<file path="src/rtl/bcam_lookup_arb.sv">
//----------------------------------------------------------------------------
// bcam_lookup_arb
//
// Round-robin arbiter that shares one binary CAM between NREQ requesters.
// One lookup is in flight at a time: a request is granted in IDLE, the
// latched key is strobed into the CAM for one cycle (ISSUE), the match result
// is collected after CAM_LAT cycles (WAIT), and the result is held for the
// granted requester until it accepts it (RESP).
//
// Handshakes: a transfer happens on a rising clk edge where valid and ready
// are both 1. req_valid may be dropped or changed at any time and is never
// required to wait for req_ready. resp_valid stays high, with resp_hit and
// resp_addr stable, until the matching resp_ready bit is seen.
//
// Optional feature (compile-time macro BCAM_ARB_STATS_EN): adds saturating
// 32-bit hit/miss counters, one count per completed response handshake.
//
// Ports:
//   clk, resetn      clock, asynchronous active-low reset
//   req_valid/ready  per-requester request handshake (req_ready one-hot)
//   req_key          packed keys, requester i at [i*MEMLEN +: MEMLEN]
//   resp_valid/ready per-requester response handshake (resp_valid one-hot)
//   resp_hit/addr    lookup result, addr is the 0-based CAM index, 0 on miss
//   cam_match_en     one-cycle CAM match strobe, cam_data_in = key
//   cam_match        CAM hit flag, cam_match_addr = hit index plus one
//   dbg_state        current FSM state (IDLE=0, ISSUE=1, WAIT=2, RESP=3)
//   stat_hits/misses (BCAM_ARB_STATS_EN only) response counters
//----------------------------------------------------------------------------
`timescale 1ns/1ps
module bcam_lookup_arb #(
  parameter int NREQ     = 4,
  parameter int MEMLEN   = 32,
  parameter int MEMDBITS = 9,
  parameter int CAM_LAT  = 1
) (
  input  logic                     clk,
  input  logic                     resetn,
  input  logic [NREQ-1:0]          req_valid,
  input  logic [NREQ*MEMLEN-1:0]   req_key,
  output logic [NREQ-1:0]          req_ready,
  output logic [NREQ-1:0]          resp_valid,
  input  logic [NREQ-1:0]          resp_ready,
  output logic                     resp_hit,
  output logic [MEMDBITS-1:0]      resp_addr,
  output logic                     cam_match_en,
  output logic [MEMLEN-1:0]        cam_data_in,
  input  logic                     cam_match,
  input  logic [MEMDBITS-1:0]      cam_match_addr,
  output logic [1:0]               dbg_state
`ifdef BCAM_ARB_STATS_EN
  ,
  output logic [31:0]              stat_hits,
  output logic [31:0]              stat_misses
`endif
);

  localparam int IW = (NREQ > 1) ? $clog2(NREQ) : 1;
  localparam int CW = $clog2(CAM_LAT + 2);

  localparam logic [1:0] IDLE  = 2'd0;
  localparam logic [1:0] ISSUE = 2'd1;
  localparam logic [1:0] WAIT  = 2'd2;
  localparam logic [1:0] RESP  = 2'd3;

  logic [1:0]        state;
  logic [IW-1:0]     ptr;      // first requester considered at next grant
  logic [IW-1:0]     gnt_q;    // requester owning the in-flight lookup
  logic [MEMLEN-1:0] key_q;
  logic [CW-1:0]     cnt;

  logic              found;
  logic [IW-1:0]     gidx;
  logic [MEMLEN-1:0] gkey;
  logic              accept;
  logic              resp_done;
  int                idx;
  logic [IW-1:0]     idx_w;

  assign dbg_state = state;

  // Round-robin search: scan requesters starting at ptr, wrapping at NREQ.
  always_comb begin
    found = 1'b0;
    gidx  = '0;
    idx   = 0;
    idx_w = '0;
    for (int k = 0; k < NREQ; k++) begin
      idx = int'(ptr) + k;
      if (idx >= NREQ) idx = idx - NREQ;
      idx_w = IW'(idx);
      if (!found && req_valid[idx_w]) begin
        found = 1'b1;
        gidx  = idx_w;
      end
    end
  end

  always_comb begin
    gkey = '0;
    for (int i = 0; i < NREQ; i++) begin
      if (IW'(i) == gidx) gkey = req_key[i*MEMLEN +: MEMLEN];
    end
  end

  assign accept    = (state == IDLE) && found;
  assign resp_done = (state == RESP) && resp_ready[gnt_q];

  // Gated with resetn so req_ready drops the moment reset is asserted even
  // while requests are still being presented.
  always_comb begin
    req_ready = '0;
    if (resetn && accept) req_ready[gidx] = 1'b1;
  end

  always_comb begin
    resp_valid = '0;
    if (state == RESP) resp_valid[gnt_q] = 1'b1;
  end

  assign cam_match_en = (state == ISSUE);
  assign cam_data_in  = (state == ISSUE) ? key_q : '0;

  always_ff @(posedge clk or negedge resetn) begin
    if (!resetn) begin
      state     <= IDLE;
      ptr       <= '0;
      gnt_q     <= '0;
      key_q     <= '0;
      cnt       <= '0;
      resp_hit  <= 1'b0;
      resp_addr <= '0;
    end else begin
      case (state)
        IDLE: begin
          if (accept) begin
            key_q <= gkey;
            gnt_q <= gidx;
            ptr   <= (gidx == IW'(NREQ - 1)) ? '0 : gidx + 1'b1;
            state <= ISSUE;
          end
        end
        ISSUE: begin
          cnt   <= '0;
          state <= WAIT;
        end
        WAIT: begin
          // The CAM registers the strobe on the ISSUE->WAIT edge; its result
          // is taken CAM_LAT cycles after the first WAIT cycle, which puts
          // the first resp_valid cycle 2+CAM_LAT edges after the accept.
          if (cnt == CW'(CAM_LAT)) begin
            resp_hit  <= cam_match;
            resp_addr <= cam_match ? (cam_match_addr - MEMDBITS'(1)) : '0;
            state     <= RESP;
          end else begin
            cnt <= cnt + 1'b1;
          end
        end
        RESP: begin
          if (resp_done) state <= IDLE;
        end
        default: state <= IDLE;
      endcase
    end
  end

`ifdef BCAM_ARB_STATS_EN
  always_ff @(posedge clk or negedge resetn) begin
    if (!resetn) begin
      stat_hits   <= '0;
      stat_misses <= '0;
    end else if (resp_done) begin
      if (resp_hit) begin
        if (stat_hits != '1) stat_hits <= stat_hits + 32'd1;
      end else begin
        if (stat_misses != '1) stat_misses <= stat_misses + 32'd1;
      end
    end
  end
`endif

endmodule

</file>
<file path="config.mk">
export PLATFORM = sky130hd
export DESIGN_NAME = bcam_lookup_arb
export DESIGN_NICKNAME = d
export VERILOG_FILES = /design/src/rtl/bcam_lookup_arb.sv
export SDC_FILE = /design/constraint.sdc
export NUM_CORES = 1
export LEC_CHECK = 0
export CAP_MARGIN = 20
export CORE_MARGIN = 8
export CORE_UTILIZATION = 35
export DETAILED_ROUTE_END_ITERATION = 8
export GPL_TIMING_DRIVEN = 0
export PLACE_DENSITY_LB_ADDON = 0.25
export RECOVER_POWER = 50
export SLEW_MARGIN = 20
export SYNTH_ARGS = -nofsm -noshare
export SYNTH_HDL_FRONTEND = slang
export SYNTH_SLANG_ARGS = --single-unit
</file>
<file path="constraint.sdc">
create_clock -name clk -period 3.3 [get_ports clk]
set_input_delay 0.99 -clock clk [delete_from_list [all_inputs] [get_ports clk]]
set_output_delay 0.99 -clock clk [all_outputs]
set_load 0.03 [all_outputs]
</file>
**Word level (Yosys, flattened, before mapping)**

Index checks and enable logic that the tools add are counted.
W data, S select, Z words.

- Bits in registers: 50
- Input port bits: 148
- Output and inout port bits: 53
- Logic and storage cells: 100

- Add/sub/neg operators: 10
- Magnitude comparators: 12
- Equality and inequality tests: 12
- Muxes and demuxes: 41
- Reductions and logical operators: 18

Operators by type and width:

| operator | count |
|---|---|
| $mux W32 | 5 |
| $mux W2 | 13 |
| $lt A2 B3 Y1 const B | 6 |
| $mux W1 | 11 |
| $bmux W1 S2 | 5 |
| $ge A3 B3 Y1 const B | 3 |
| $mux W9 | 1 |
| $sub A9 B1 Y9 const B | 1 |
| $logic_and A1 B1 Y1 | 8 |
| $mux W4 | 2 |
| $ne A2 B2 Y1 const B | 4 |
| $pmux W2 S4 | 1 |
| $sub A2 B1 Y2 const B | 4 |
| $add A2 B2 Y3 const B | 2 |
| $eq A2 B2 Y1 const B | 3 |
| $reduce_and A2 Y1 | 3 |
| $add A2 B1 Y2 const B | 2 |
| $demux W1 S2 | 2 |
| $eq A2 B1 Y1 const B | 2 |
| $eq A2 B2 Y1 const A | 2 |
| $ge A2 B1 Y1 const B | 2 |
| $logic_not A2 Y1 | 2 |
| $pmux W2 S2 | 1 |
| $add A2 B1 Y3 const B | 1 |
| 5 further kinds | 7 |

**Depth between registers and ports, before layout**

Gate-level depths: netlist (run 1).

- Depth in word-level cells: 19
- Gate-level depth with buffers: 11
- Gate-level depth less buffers: 9

**Worst setup path after synthesis (run 1)**

OpenSTA, ideal clock, no wires.

- Path type: input-to-output
- Start point: input port req_valid[2]
- End point: output port req_ready[2]
- Arrival: 2.548 ns
- Required time: 2.310 ns
- Slack: -0.238 ns
- Stages on the path: 8
- Buffers on the path: 2
- Path through: inv_1 -> o221a_2 -> o22a_1 -> inv_1 -> ha_1 -> buf_2 -> clkbuf_1 -> and3_1

- Longest elaborated chain between the ends: 17
- Elaborated cells between the ends (all ways): 30
- Those cells by class: 2 x order compare; 19 x mux; 9 x reduce/logical

Ends and longest elaborated chain:

| item | RTL line | text |
|---|---|---|
| from (decl) | 38 | `input logic [NREQ-1:0] req_valid,` |
| $bmux W1 S2 | 91 | `if (!found && req_valid[idx_w]) begin` |
| $mux W1 (implied by the code) | 91 |  |
| $mux W1 | 91 |  |
| $logic_not A1 Y1 | 91 |  |
| $logic_and A1 B1 Y1 | 91 |  |
| $mux W1 | 91 |  |
| $logic_not A1 Y1 | 91 |  |
| $logic_and A1 B1 Y1 | 91 |  |
| (+2 left out) | -- |  |
| $logic_and A1 B1 Y1 | 91 |  |
| $mux W2 (*) | 91 |  |
| named net gidx[0] | 72 | `logic [IW-1:0] gidx;` |
| $lt A2 B3 Y1 (implied by the code) or $ge A2 B1 Y1 (tied branches) | 112 | `if (resetn && accept) req_ready[gidx] = 1'b1;` |
| $logic_and A1 B1 Y1 (implied by the code) | 112 |  |
| $mux W1 (implied by the code) | 112 |  |
| $demux W1 S2 (*) | 112 |  |
| $mux W4 (*) | 112 |  |
| to (decl) | 40 | `output logic [NREQ-1:0] req_ready,` |

Mark *: on every way through the listed nets, which the timed path passes. The rest lies on a longest branch. The select of a mux whose other input is x is not followed.

**Worst setup path in the final report (run 1)**

- Start point: input port req_valid[0]
- End point: output port req_ready[2]

The elaborated chain is that of the path after synthesis.

==> metrics.cfg, run 1 <==
[logic_synthesis]
synth_seq_cells = 50
yosysMostFrequentCell = a21oi_1
ys_top_cells_by_area = dfrtp_1 35%, a21oi_1 14%, a22oi_1 7.0%
synthesis.area_mm2 = 0.00353
synth_ff_type = dfrtp_1
synth-edff-count = 0
synth_top_area_cell = dfrtp_1
synth-seq-area-share_pct = 35.5
synth_warnings = 0
netlist.area_leader.share_pct = 35.5
ys_types = 32
synth_common_cells = 98 x a21oi_1, 54 x nand2_1, 50 x dfrtp_1
syn_inst = 480
avgSynthCellArea_um2 = 7.35
syn_nets = 638
ys_async_sr_fraction_pct = 100

[clock_tree]
holdBufCountCts = 0
cts_made_buffers = 5
insertion_delay_ns = 0.30
clk_pin_slew_ns = 0.09
clockBufferDepth = 2
clock-sinks = 50
htree_levels = 2
cts_tree = yes
cts-root-buf = clkbuf_8

[global_routing]
grt_pass1_wl_mm = 22.1
grt_overflow_total = 0
grt_pass1_vias = 4340
track_usage_pct = 20.8
antenna_found_initial = 0
grt_max_degree = 55

[timing]
grt_setup_unrepaired = true
setup_viol = 0
relSlewSlack_pct = 54.3
hold_violations = 0
finClkSkew_ns = 0.00946
finalCritPeriodShare_pct = 98.9
max_slew.worst_pin.slew_ns = 0.685
fin_tns_setup_ns = 0
max_freq_mhz = 306
final_max_slew_viol_count = 0
min_period_ns = 3.26

[cells_and_area]
area_delta_synth_final_pct = 75.4
drive_gt1_share_pct = 10.3
final_nets = 859
stdcell_count = 834
diodes = 0
final_area_mm2 = 0.00619

[place]
dp.cells = 813
place.gp.congestion = 0.823
dp_hpwl_mm = 11.2
post_dp_cell_area_mm2 = 0.00571
port_buffers = 200

[floorplanning]
chipWidth_um = 116
core.rowCount = 36
start_util_pct = 36.1
die_y_um = 116
coreArea_mm2 = 0.00977
die_area_mm2 = 0.0136
ioPinCount = 201

[detailed_routing]
wire_per_inst_um = 17.4
final_antenna_net_count = 0
vias = 4257
viasPerCell = 5.10
drt-initial-drc-count = 233
first_pass_iters = 5
drt_wl_total_mm = 14.5
route.detailed.drc = 0

[job]
cap_violations = 0

[hold_path]
worstHoldPathType = flop to flop

[setup_path]
crit_fanout = 5
cp-start-kind = primary input
cp.required_ns = 2.31
crit_type = primary input to output pin
end_kind = output pin
r2r_slack_ns = 0.72
critical_path_arrival_ns = 2.27

[pwr]
p_leak_nw = 2.89
power.total_w = 0.00507
p_per_area_mw_per_mm2 = 820
peakVddDrop_mv = 0.418

[run_status]
status = completed

[cell families (layout without fill, tap and decap cells)]
| logic type | count (synthesis) | in the layout | share of synthesized area [%] |
|---|---|---|---|
| xor gates and xnor gates | 8 | 8 | 1.99 |
| DFF | 50 | 50 | 35.5 |
| and+or+nand+nor | 141 | 141 | 18.7 |
| muxes | 3 | 3 | 0.957 |
| adders and majority gates | 10 | 10 | 3.55 |
| AOI/OAI and AO/OA | 185 | 185 | 29.8 |
| buffers and inverters | 83 | 304 | 9.61 |
[critical path, cell delays in order]
cell and delay, ns:
buf_8 0.11, a21o_1 0.16, a21oi_2 0.18, o22ai_4 0.13
inv_2 0.12, ha_4 0.17, clkbuf_16 0.13, and3_4 0.16
buf_6 0.13
[where the power goes]
| group | total [W] | switching [W] | internal, W | leakage (nW) |
|---|---|---|---|---|
| combinational | 0.00352 | 0.00201 | 0.00151 | 2.24 |
| clock | 0.000446 | 0.000203 | 0.000243 | 0.0573 |
| sequential | 0.00111 | 0.000181 | 0.000927 | 0.591 |
| total | 0.00507 | 0.00239 | 0.00268 | 2.89 |
[path summary, 6_finish.rpt]
path / startpoint / endpoint / cells after the start
max in group asynchronous: resetn / resp_addr[6] / 1
worst min-delay path: resp_addr[2] / resp_addr[2] / 2
worst min register to register: resp_addr[2] / resp_addr[2] / 2
worst max register to register: ptr[0] / key_q[0] / 11
min in group asynchronous: resetn / key_q[28] / 1
worst max-delay path: req_valid[0] / req_ready[2] / 9
[what timing repair did]
item / CTS / global route
pin swaps: 5 / 9
resized for setup: 101 / 21
buffers inserted: 12 / 8
setup endpoints to repair: 55 / 22
[stage by stage]
stage          utilization [%]  hold slack, ns  setup slack, ns
2_1_floorplan                -           0.466          -0.0727
3_3_place_gp              58.5           0.460            -2.06
3_5_place_dp              58.4           0.464            -1.55
4_1_cts                   62.8           0.487          -0.0161
5_1_grt                   63.3           0.524          -0.0145
6_report                  63.3           0.485           0.0358
[state kept, by name (all words and copies together) (netlist names)]
signal     count
cnt            2
gnt_q          2
resp_addr      9
resp_hit       1
dbg_state      2
key_q         32
ptr            2
[layout make-up]
cell class	count	area, µm²
Buffer	31	194
Tap cell	133	166
Clock buffer	6	82.6
Sequential cell	50	1250
Clock inverter	1	30.0
Inverter	46	178
Fill cell	873	3580
Multi-Input combinational cell	347	2060
Timing Repair Buffer	220	2220
[layout by cell type (no fill, tap or decap), drive strengths merged, types with 3 or more instances in the layout]
cell type,count
clkdlybuf4s50,173
a21oi,98
nand2,54
dfrtp,50
inv,46
o21ai,44
buf,41
nor2,40
a22oi,33
and2,32
clkbuf,25
dlymetal6s2s,18
ha,10
xor2,5
and3,4
nand2b,4
nand3,3
mux2,3
xnor2,3
[layer usage]
layer | part of all wire, % | wire length (µm) | GRT usage, %
met5 | 0 | 0 | 0
met4 | 1.4 | 208 | 5.96
met3 | 7.0 | 1020 | 4.34
met2 | 51 | 7460 | 37.6
met1 | 40 | 5800 | 24.3
No activity file was read; power rests on OpenSTA's default activity.
==> run 2, diff against run 1 <==
Settings changed: CTS_CLUSTER_DIAMETER set to 200, SLEW_MARGIN 20 to unset.
==> run 2 against run 1 <==
Compared with the run above:
- first-iteration DRC count decreased by 11%
- flip-flop and latch count unchanged
- combinational power is 1% lower
- critical path depth is the same
- via count fell by 0.40%
- routed wire length is 0.97% higher
==> metrics.cfg, run 2 (same netlist as run 1, synthesis figures left out) <==
[setup_path]
end_kind = output pin  ; unchanged
cp_slowest_cell = o221a_4  ; was a21oi_2
crit_path_max_incr_delay_ns = 0.25  ; was 0.18 ns
cp-start-kind = primary input  ; unchanged
crit_fanout = 4  ; was 5
r2r_slack_ns = 0.78  ; was 0.72 ns
critical_path.reg2reg.endpoint = key_q[0]  ; unchanged
path_cells = buf_12 -> inv_4 -> o221a_4 -> o22a_4 -> inv_4 -> ha_4 -> clkbuf_16 -> and3_4 -> buf_6  ; was buf_8 -> a21o_1 -> a21oi_2 -> o22ai_4 -> inv_2 -> ha_4 -> clkbuf_16 -> and3_4 -> buf_6
r2r-start = ptr[1]  ; was ptr[0]
reg2regPathDepth = 10  ; was 11
crit_type = primary input to output pin  ; unchanged
cp.required_ns = 2.31  ; about the same
crit_top_cell = inv_4
critical_path_arrival_ns = 2.28  ; was 2.27 ns

[detailed_routing]
wire_per_inst_um = 17.6  ; was 17.4 µm
vias = 4240  ; was 4,257
drt_wl_total_mm = 14.6  ; was 14.5 mm
drt-initial-drc-count = 208  ; was 233
final_antenna_net_count = 0  ; unchanged
first_pass_iters = 5  ; unchanged
viasPerCell = 5.10  ; about the same
route.detailed.drc = 0  ; unchanged

[clock_tree]
clockBufferDepth = 2  ; unchanged
htree_levels = 2  ; unchanged
cts-root-buf = clkbuf_8  ; unchanged
cts_tree = yes  ; unchanged
insertion_delay_ns = 0.30  ; about the same
cts_made_buffers = 5  ; unchanged
clk_pin_slew_ns = 0.10  ; was 0.09 ns
clock-sinks = 50  ; unchanged

[floorplanning]
core.rowCount = 36  ; unchanged
die_area_mm2 = 0.0136  ; unchanged
start_util_pct = 36.1  ; unchanged
die_y_um = 116  ; unchanged
chipWidth_um = 116  ; unchanged
ioPinCount = 201  ; unchanged
coreArea_mm2 = 0.00977  ; unchanged

[timing]
min_period_ns = 3.27  ; was 3.26 ns
max_freq_mhz = 306  ; about the same
final_max_slew_viol_count = 0  ; unchanged
setup_ws_ns = 0.0270  ; was 0.0358 ns
relSlewSlack_pct = 60.1  ; was 54.3%
grt_setup_unrepaired = true  ; unchanged
finClkSkew_ns = 0.00980  ; was 0.00946 ns
finalCritPeriodShare_pct = 99.2  ; was 98.9%
setup_viol = 0  ; unchanged
hold_violations = 0  ; unchanged
max_slew.worst_pin.slew_ns = 0.598  ; was 0.685 ns

[pwr]
intPower_w = 0.00263  ; was 0.00268 W
pwr-share-comb_pct = 69.2  ; was 69.4%
peakVddDrop_mv = 0.380  ; was 0.418 mV
swShare_pct = 47.7  ; was 47.2%
p_per_area_mw_per_mm2 = 816  ; was 820 mW/mm²
seqPwrFrac_pct = 22.0  ; was 21.8%
p_leak_nw = 2.92  ; was 2.89 nW
p_clk_share_pct = 8.8  ; about the same
p_sw_w = 0.00240  ; was 0.00239 W

[cells_and_area]
drive_gt1_share_pct = 9.89  ; was 10.3%
largest_reg_flops = 32  ; unchanged
final_nets = 855  ; was 859
final_common_cell = clkdlybuf4s50_1  ; unchanged
area_delta_synth_final_pct = 75.0  ; was 75.4%
final_area_mm2 = 0.00617  ; was 0.00619 mm²
final_util_pct = 63.2  ; was 63.3%
largest_register = key_q  ; unchanged
most-common-layout-cells = 170 x clkdlybuf4s50_1, 97 x a21oi_1, 54 x nand2_1  ; was 173 x clkdlybuf4s50_1, 97 x a21oi_1, 54 x nand2_1
top_regs = key_q (32), resp_addr (9)  ; unchanged
diodes = 0  ; unchanged

[global_routing]
grt_pass1_vias = 4404  ; was 4,340
grt_overflow_total = 0  ; unchanged
track_usage_pct = 21.1  ; was 20.8%
grt_pass1_wl_mm = 22.4  ; was 22.1 mm
grt_max_degree = 31  ; was 55
antenna_found_initial = 0  ; unchanged

[hold_path]
hold_end = resp_hit  ; was resp_addr[2]
worstHoldPathCells = 2  ; unchanged
worstHoldPathType = flop to flop  ; unchanged
min-delay-start = resp_hit  ; was resp_addr[2]

[place]
port_buffers = 200  ; unchanged
dp_hpwl_mm = 11.3  ; was 11.2 mm
post_dp_cell_area_mm2 = 0.00573  ; was 0.00571 mm²
place.gp.congestion = 0.823  ; unchanged
dp_slack_ns = -1.53  ; was -1.55 ns

[job]
cap_violations = 0  ; unchanged

[run_status]
status = completed  ; unchanged

-- run 2: cell types whose count changed in the layout (fill, tap and decap cells not counted), sizes merged --
cell           delta
clkbuf            -1
dlymetal6s2s      +3
clkinv            +2
clkdlybuf4s50     -3
buf               -4
-- run 2: timing repair --
action,4_1_cts,5_1_grt
hold buffers,0,0
setup endpoints to repair,59,25
pin swaps,7,7
setup buffers,12,3
resized for setup,100,25
-- run 2: area by class of cell --
| class | count | area, µm² |
|---|---|---|
| Sequential cell | 50 | 1250 |
| Tap cell | 133 | 166 |
| Fill cell | 886 | 3600 |
| Buffer | 31 | 194 |
| Timing Repair Buffer | 216 | 2210 |
| Multi-Input combinational cell | 347 | 2060 |
| Inverter | 46 | 178 |
| Clock inverter | 3 | 40.0 |
| Clock buffer | 5 | 68.8 |
-- run 2: worst max path at each step --
stage	startpoint	to	slack, ns	cells after the start
CTS	req_valid[0]	req_ready[2]	-0.02	9
global route	req_valid[0]	req_ready[2]	-0.03	9
floorplan	req_valid[2]	req_ready[2]	-0.07	8
detailed placement	req_valid[2]	req_ready[2]	-1.53	10
global placement	resetn	req_ready[0]	-2.06	3
finish	req_valid[2]	req_ready[2]	0.03	9
-- run 2: metrics by stage --
step / hold WS, ns / std cells / total power (W) / setup TNS, ns
global route: 0.525 / 831 / 0.00542 / -0.0298
detailed placement: 0.464 / 814 / 0.00437 / -16.83
global placement: 0.460 / 813 / 0.00428 / -32.02
CTS: 0.488 / 834 / 0.00509 / -0.0362
finish: 0.482 / 831 / 0.00503 / 0
floorplan: 0.466 / 480 / 0.00314 / -0.0727
-- run 2: power by group through the flow --
stage	registers, W	clock network, W	logic [W]
3_5_place_dp	0.00111	0	0.00326
3_3_place_gp	0.00109	0	0.00319
2_1_floorplan	0.00120	0	0.00194
5_1_grt	0.00114	0.000471	0.00381
6_report	0.00111	0.000443	0.00348
4_1_cts	0.00110	0.000449	0.00354
-- run 2: routing by layer --
| layer | up-vias | global-route usage (%) | part of all wire, % |
|---|---|---|---|
| li1 | 2052 | - | - |
| met1 | 2016 | 24.0 | 39 |
| met2 | 159 | 39.0 | 52 |
| met3 | 13 | 4.50 | 7.9 |
| met4 | 0 | 4.93 | 1.5 |
| met5 | - | 0 | 0 |
-- run 2: worst max-delay path: cells and delay by family --
family / cells / cell delay, ns
AOI/OAI and AO/OA: 2 / 0.50
and+or+nand+nor: 1 / 0.17
adders and majority gates: 1 / 0.16
buffers and inverters: 5 / 0.47
==> run 3, diff against run 2 <==
Settings changed: CORE_UTILIZATION 35 to 55, DONT_BUFFER_PORTS set to 1.
==> run 3 against run 2 <==
Compared with the run above:
- routed wire length is 19% lower
- cell count is 32% lower
- critical endpoint unchanged
- largest cell class is now multi-input combinational cells
- flip-flop and latch count stayed put
- register-to-register slack better by 0.03 ns
- clock power is 19% lower
- critical path depth is 2 lower
- largest power group unchanged
- combinational power is 28% lower
- non-clock buffer count is 214 lower
- cell area is 39% lower
- first-iteration DRC count is 10% lower
- sequential power is 13% higher
- clock skew is 0.0063 ns lower
==> metrics.cfg, run 3 (same netlist as run 1, synthesis figures left out) <==
[clock_tree]
htree_levels = 2  ; unchanged
clk_pin_slew_ns = 0.09  ; was 0.10 ns
cts_made_buffers = 5  ; unchanged
holdBufCountCts = 0  ; unchanged
clockBufferDepth = 2  ; unchanged
insertion_delay_ns = 0.30  ; about the same
clock-sinks = 50  ; unchanged
cts_tree = yes  ; unchanged
cts_setup_buffers = 0  ; was 12
cts-root-buf = clkbuf_8  ; unchanged

[timing]
relSlewSlack_pct = 60.8  ; was 60.1%
holdWs_ns = 0.369  ; was 0.482 ns
max_freq_mhz = 307  ; was 306 MHz
finalCritPeriodShare_pct = 98.6  ; was 99.2%
setup_ws_ns = 0.0455  ; was 0.0270 ns
setup_viol = 0  ; unchanged
min_period_ns = 3.25  ; was 3.27 ns
final_max_slew_viol_count = 0  ; unchanged
max_slew.worst_pin.slew_ns = 0.586  ; was 0.598 ns
hold_violations = 0  ; unchanged
finClkSkew_ns = 0.00353  ; was 0.00980 ns

[cells_and_area]
stdcell_count = 561  ; was 831
most-common-layout-cells = 98 x a21oi_1, 54 x nand2_1, 50 x dfrtp_1  ; was 170 x clkdlybuf4s50_1, 97 x a21oi_1, 54 x nand2_1
drive_gt1_share_pct = 6.82  ; was 9.89%
largest_reg_flops = 32  ; unchanged
area_delta_synth_final_pct = 6.91  ; was 75.0%
final_nets = 641  ; was 855
final_util_pct = 60.1  ; was 63.2%
largest_register = key_q  ; unchanged
multi_input_comb_area_mm2 = 0.00197  ; was 0.00206 mm²
n_fill_cell = 589  ; was 886
diodes = 0  ; unchanged
seq_area_mm2 = 0.00125  ; unchanged
top_regs = key_q (32), resp_addr (9)  ; unchanged
final_common_cell = a21oi_1  ; was clkdlybuf4s50_1

[setup_path]
reg2regPathDepth = 10  ; unchanged
path_cells = inv_1 -> o221a_2 -> o22a_2 -> inv_1 -> ha_1 -> buf_12 -> and3_4  ; was buf_12 -> inv_4 -> o221a_4 -> o22a_4 -> inv_4 -> ha_4 -> clkbuf_16 -> and3_4 -> buf_6
crit_fanout = 19  ; was 4
cp-start-kind = primary input  ; unchanged
end_kind = output pin  ; unchanged
crit_top_cell = inv_1  ; was inv_4
cp_slowest_cell = o221a_2  ; was o221a_4
critical_path_arrival_ns = 2.26  ; was 2.28 ns
crit_type = primary input to output pin  ; unchanged
cp.required_ns = 2.31  ; about the same
crit_path_max_incr_delay_ns = 0.26  ; was 0.25 ns

[global_routing]
antenna_found_initial = 0  ; unchanged
track_usage_pct = 24.6  ; was 21.1%
grt_pass1_vias = 3594  ; was 4,404
grt_pass1_wl_mm = 17.8  ; was 22.4 mm
grt_max_degree = 55  ; was 31
grt_overflow_total = 0  ; unchanged

[pwr]
peakVddDrop_mv = 0.505  ; was 0.380 mV
pwr-share-comb_pct = 60.8  ; was 69.2%
p_leak_nw = 1.68  ; was 2.92 nW
p_sw_w = 0.00220  ; was 0.00240 W
swShare_pct = 53.5  ; was 47.7%
intPower_w = 0.00191  ; was 0.00263 W
p_clk_share_pct = 8.7  ; was 8.8%
p_per_area_mw_per_mm2 = 1090  ; was 816 mW/mm²
seqPwrFrac_pct = 30.5  ; was 22.0%

[detailed_routing]
drt_wl_total_mm = 11.8  ; was 14.6 mm
wire_per_inst_um = 21.1  ; was 17.6 µm
first_pass_iters = 5  ; unchanged
vias = 3451  ; was 4,240
final_antenna_net_count = 0  ; unchanged
route.detailed.drc = 0  ; unchanged
viasPerCell = 6.15  ; was 5.10
drt-initial-drc-count = 187  ; was 208

[floorplanning]
die_y_um = 96.1  ; was 116 µm
ioPinCount = 201  ; unchanged
start_util_pct = 56.2  ; was 36.1%
coreArea_mm2 = 0.00628  ; was 0.00977 mm²
chipWidth_um = 96.1  ; was 116 µm
core.rowCount = 29  ; was 36
die_area_mm2 = 0.00923  ; was 0.0136 mm²

[place]
dp.cells = 557  ; was 814
port_buffers = 0  ; was 200
dp_slack_ns = -0.330  ; was -1.53 ns
dp_hpwl_mm = 9.26  ; was 11.3 mm
place.gp.congestion = 0.851  ; was 0.823

[run_status]
status = completed  ; unchanged

[job]
cap_violations = 0  ; unchanged

[hold_path]
worstHoldPathType = primary input to async pin  ; was flop to flop

[run 3: cell count changes in the layout (fill, tap and decap cells not counted), sizes merged]
cell and change:
bufinv -1, dlymetal6s2s -21, clkbuf -3, buf -20, clkdlybuf4s50 -170, clkinvlp +1
[run 3: timing repair]
item | 4_1_cts | 5_1_grt
gates cloned | 0 | 0
hold endpoints to repair | 0 | 0
setup endpoints to repair | 21 | 4
gates resized for setup | 9 | 8
[run 3: path summary, 6_finish.rpt]
check                             startpoint           end  slack [ns]
worst max-delay path            req_valid[2]  req_ready[2]        0.05
worst min-delay path                  resetn  resp_addr[7]        0.37
min in group clk                      cnt[1]        cnt[1]        0.50
worst max register to register        ptr[0]     key_q[21]        0.81
max in group asynchronous             resetn        cnt[1]        2.83
worst min register to register        cnt[1]        cnt[1]        0.50
[run 3: worst max-delay path: cells and delay by family]
family / cells / cell delay (ns)
AO/OA/AOI/OAI: 2 / 0.51
adder cells (fa/ha/maj): 1 / 0.22
buffers and inverters: 3 / 0.29
AND/OR/NAND/NOR: 1 / 0.25
[run 3: routing by layer]
metal | vias to the layer above | share of wire [%] | GRT usage (%)
li1 | 1626 | - | -
met4 | 0 | 2.3 | 9.09
met5 | - | 0 | 0
met1 | 1621 | 38 | 28.9
met2 | 183 | 50 | 43.0
met3 | 21 | 9.5 | 5.46
[run 3: power by group through the flow]
stage | clock network (W) | logic (W) | registers (W)
6_report | 0.000359 | 0.00250 | 0.00125
5_1_grt | 0.000389 | 0.00277 | 0.00129
4_1_cts | 0.000371 | 0.00246 | 0.00125
3_5_place_dp | 0 | 0.00244 | 0.00126
3_3_place_gp | 0 | 0.00236 | 0.00125
2_1_floorplan | 0 | 0.00194 | 0.00120
[run 3: cell type report]
type / count / share of cell area, %
buffer: 33 / 5.14
clock buffer: 5 / 1.82
clock inverter: 3 / 0.564
inverter: 46 / 4.58
multi-input combinational: 347 / 52.2
sequential: 50 / 33.2
tap: 77 / 2.55
[run 3: through the flow]
stage	power [W]	cell area [µm²]	TNS, ns
5_1_grt	0.00445	3770	-0.0217
6_report	0.00411	3770	0
3_5_place_dp	0.00371	3640	-1.08
2_1_floorplan	0.00314	3550	-0.0727
4_1_cts	0.00408	3740	0
3_3_place_gp	0.00361	3640	-0.830
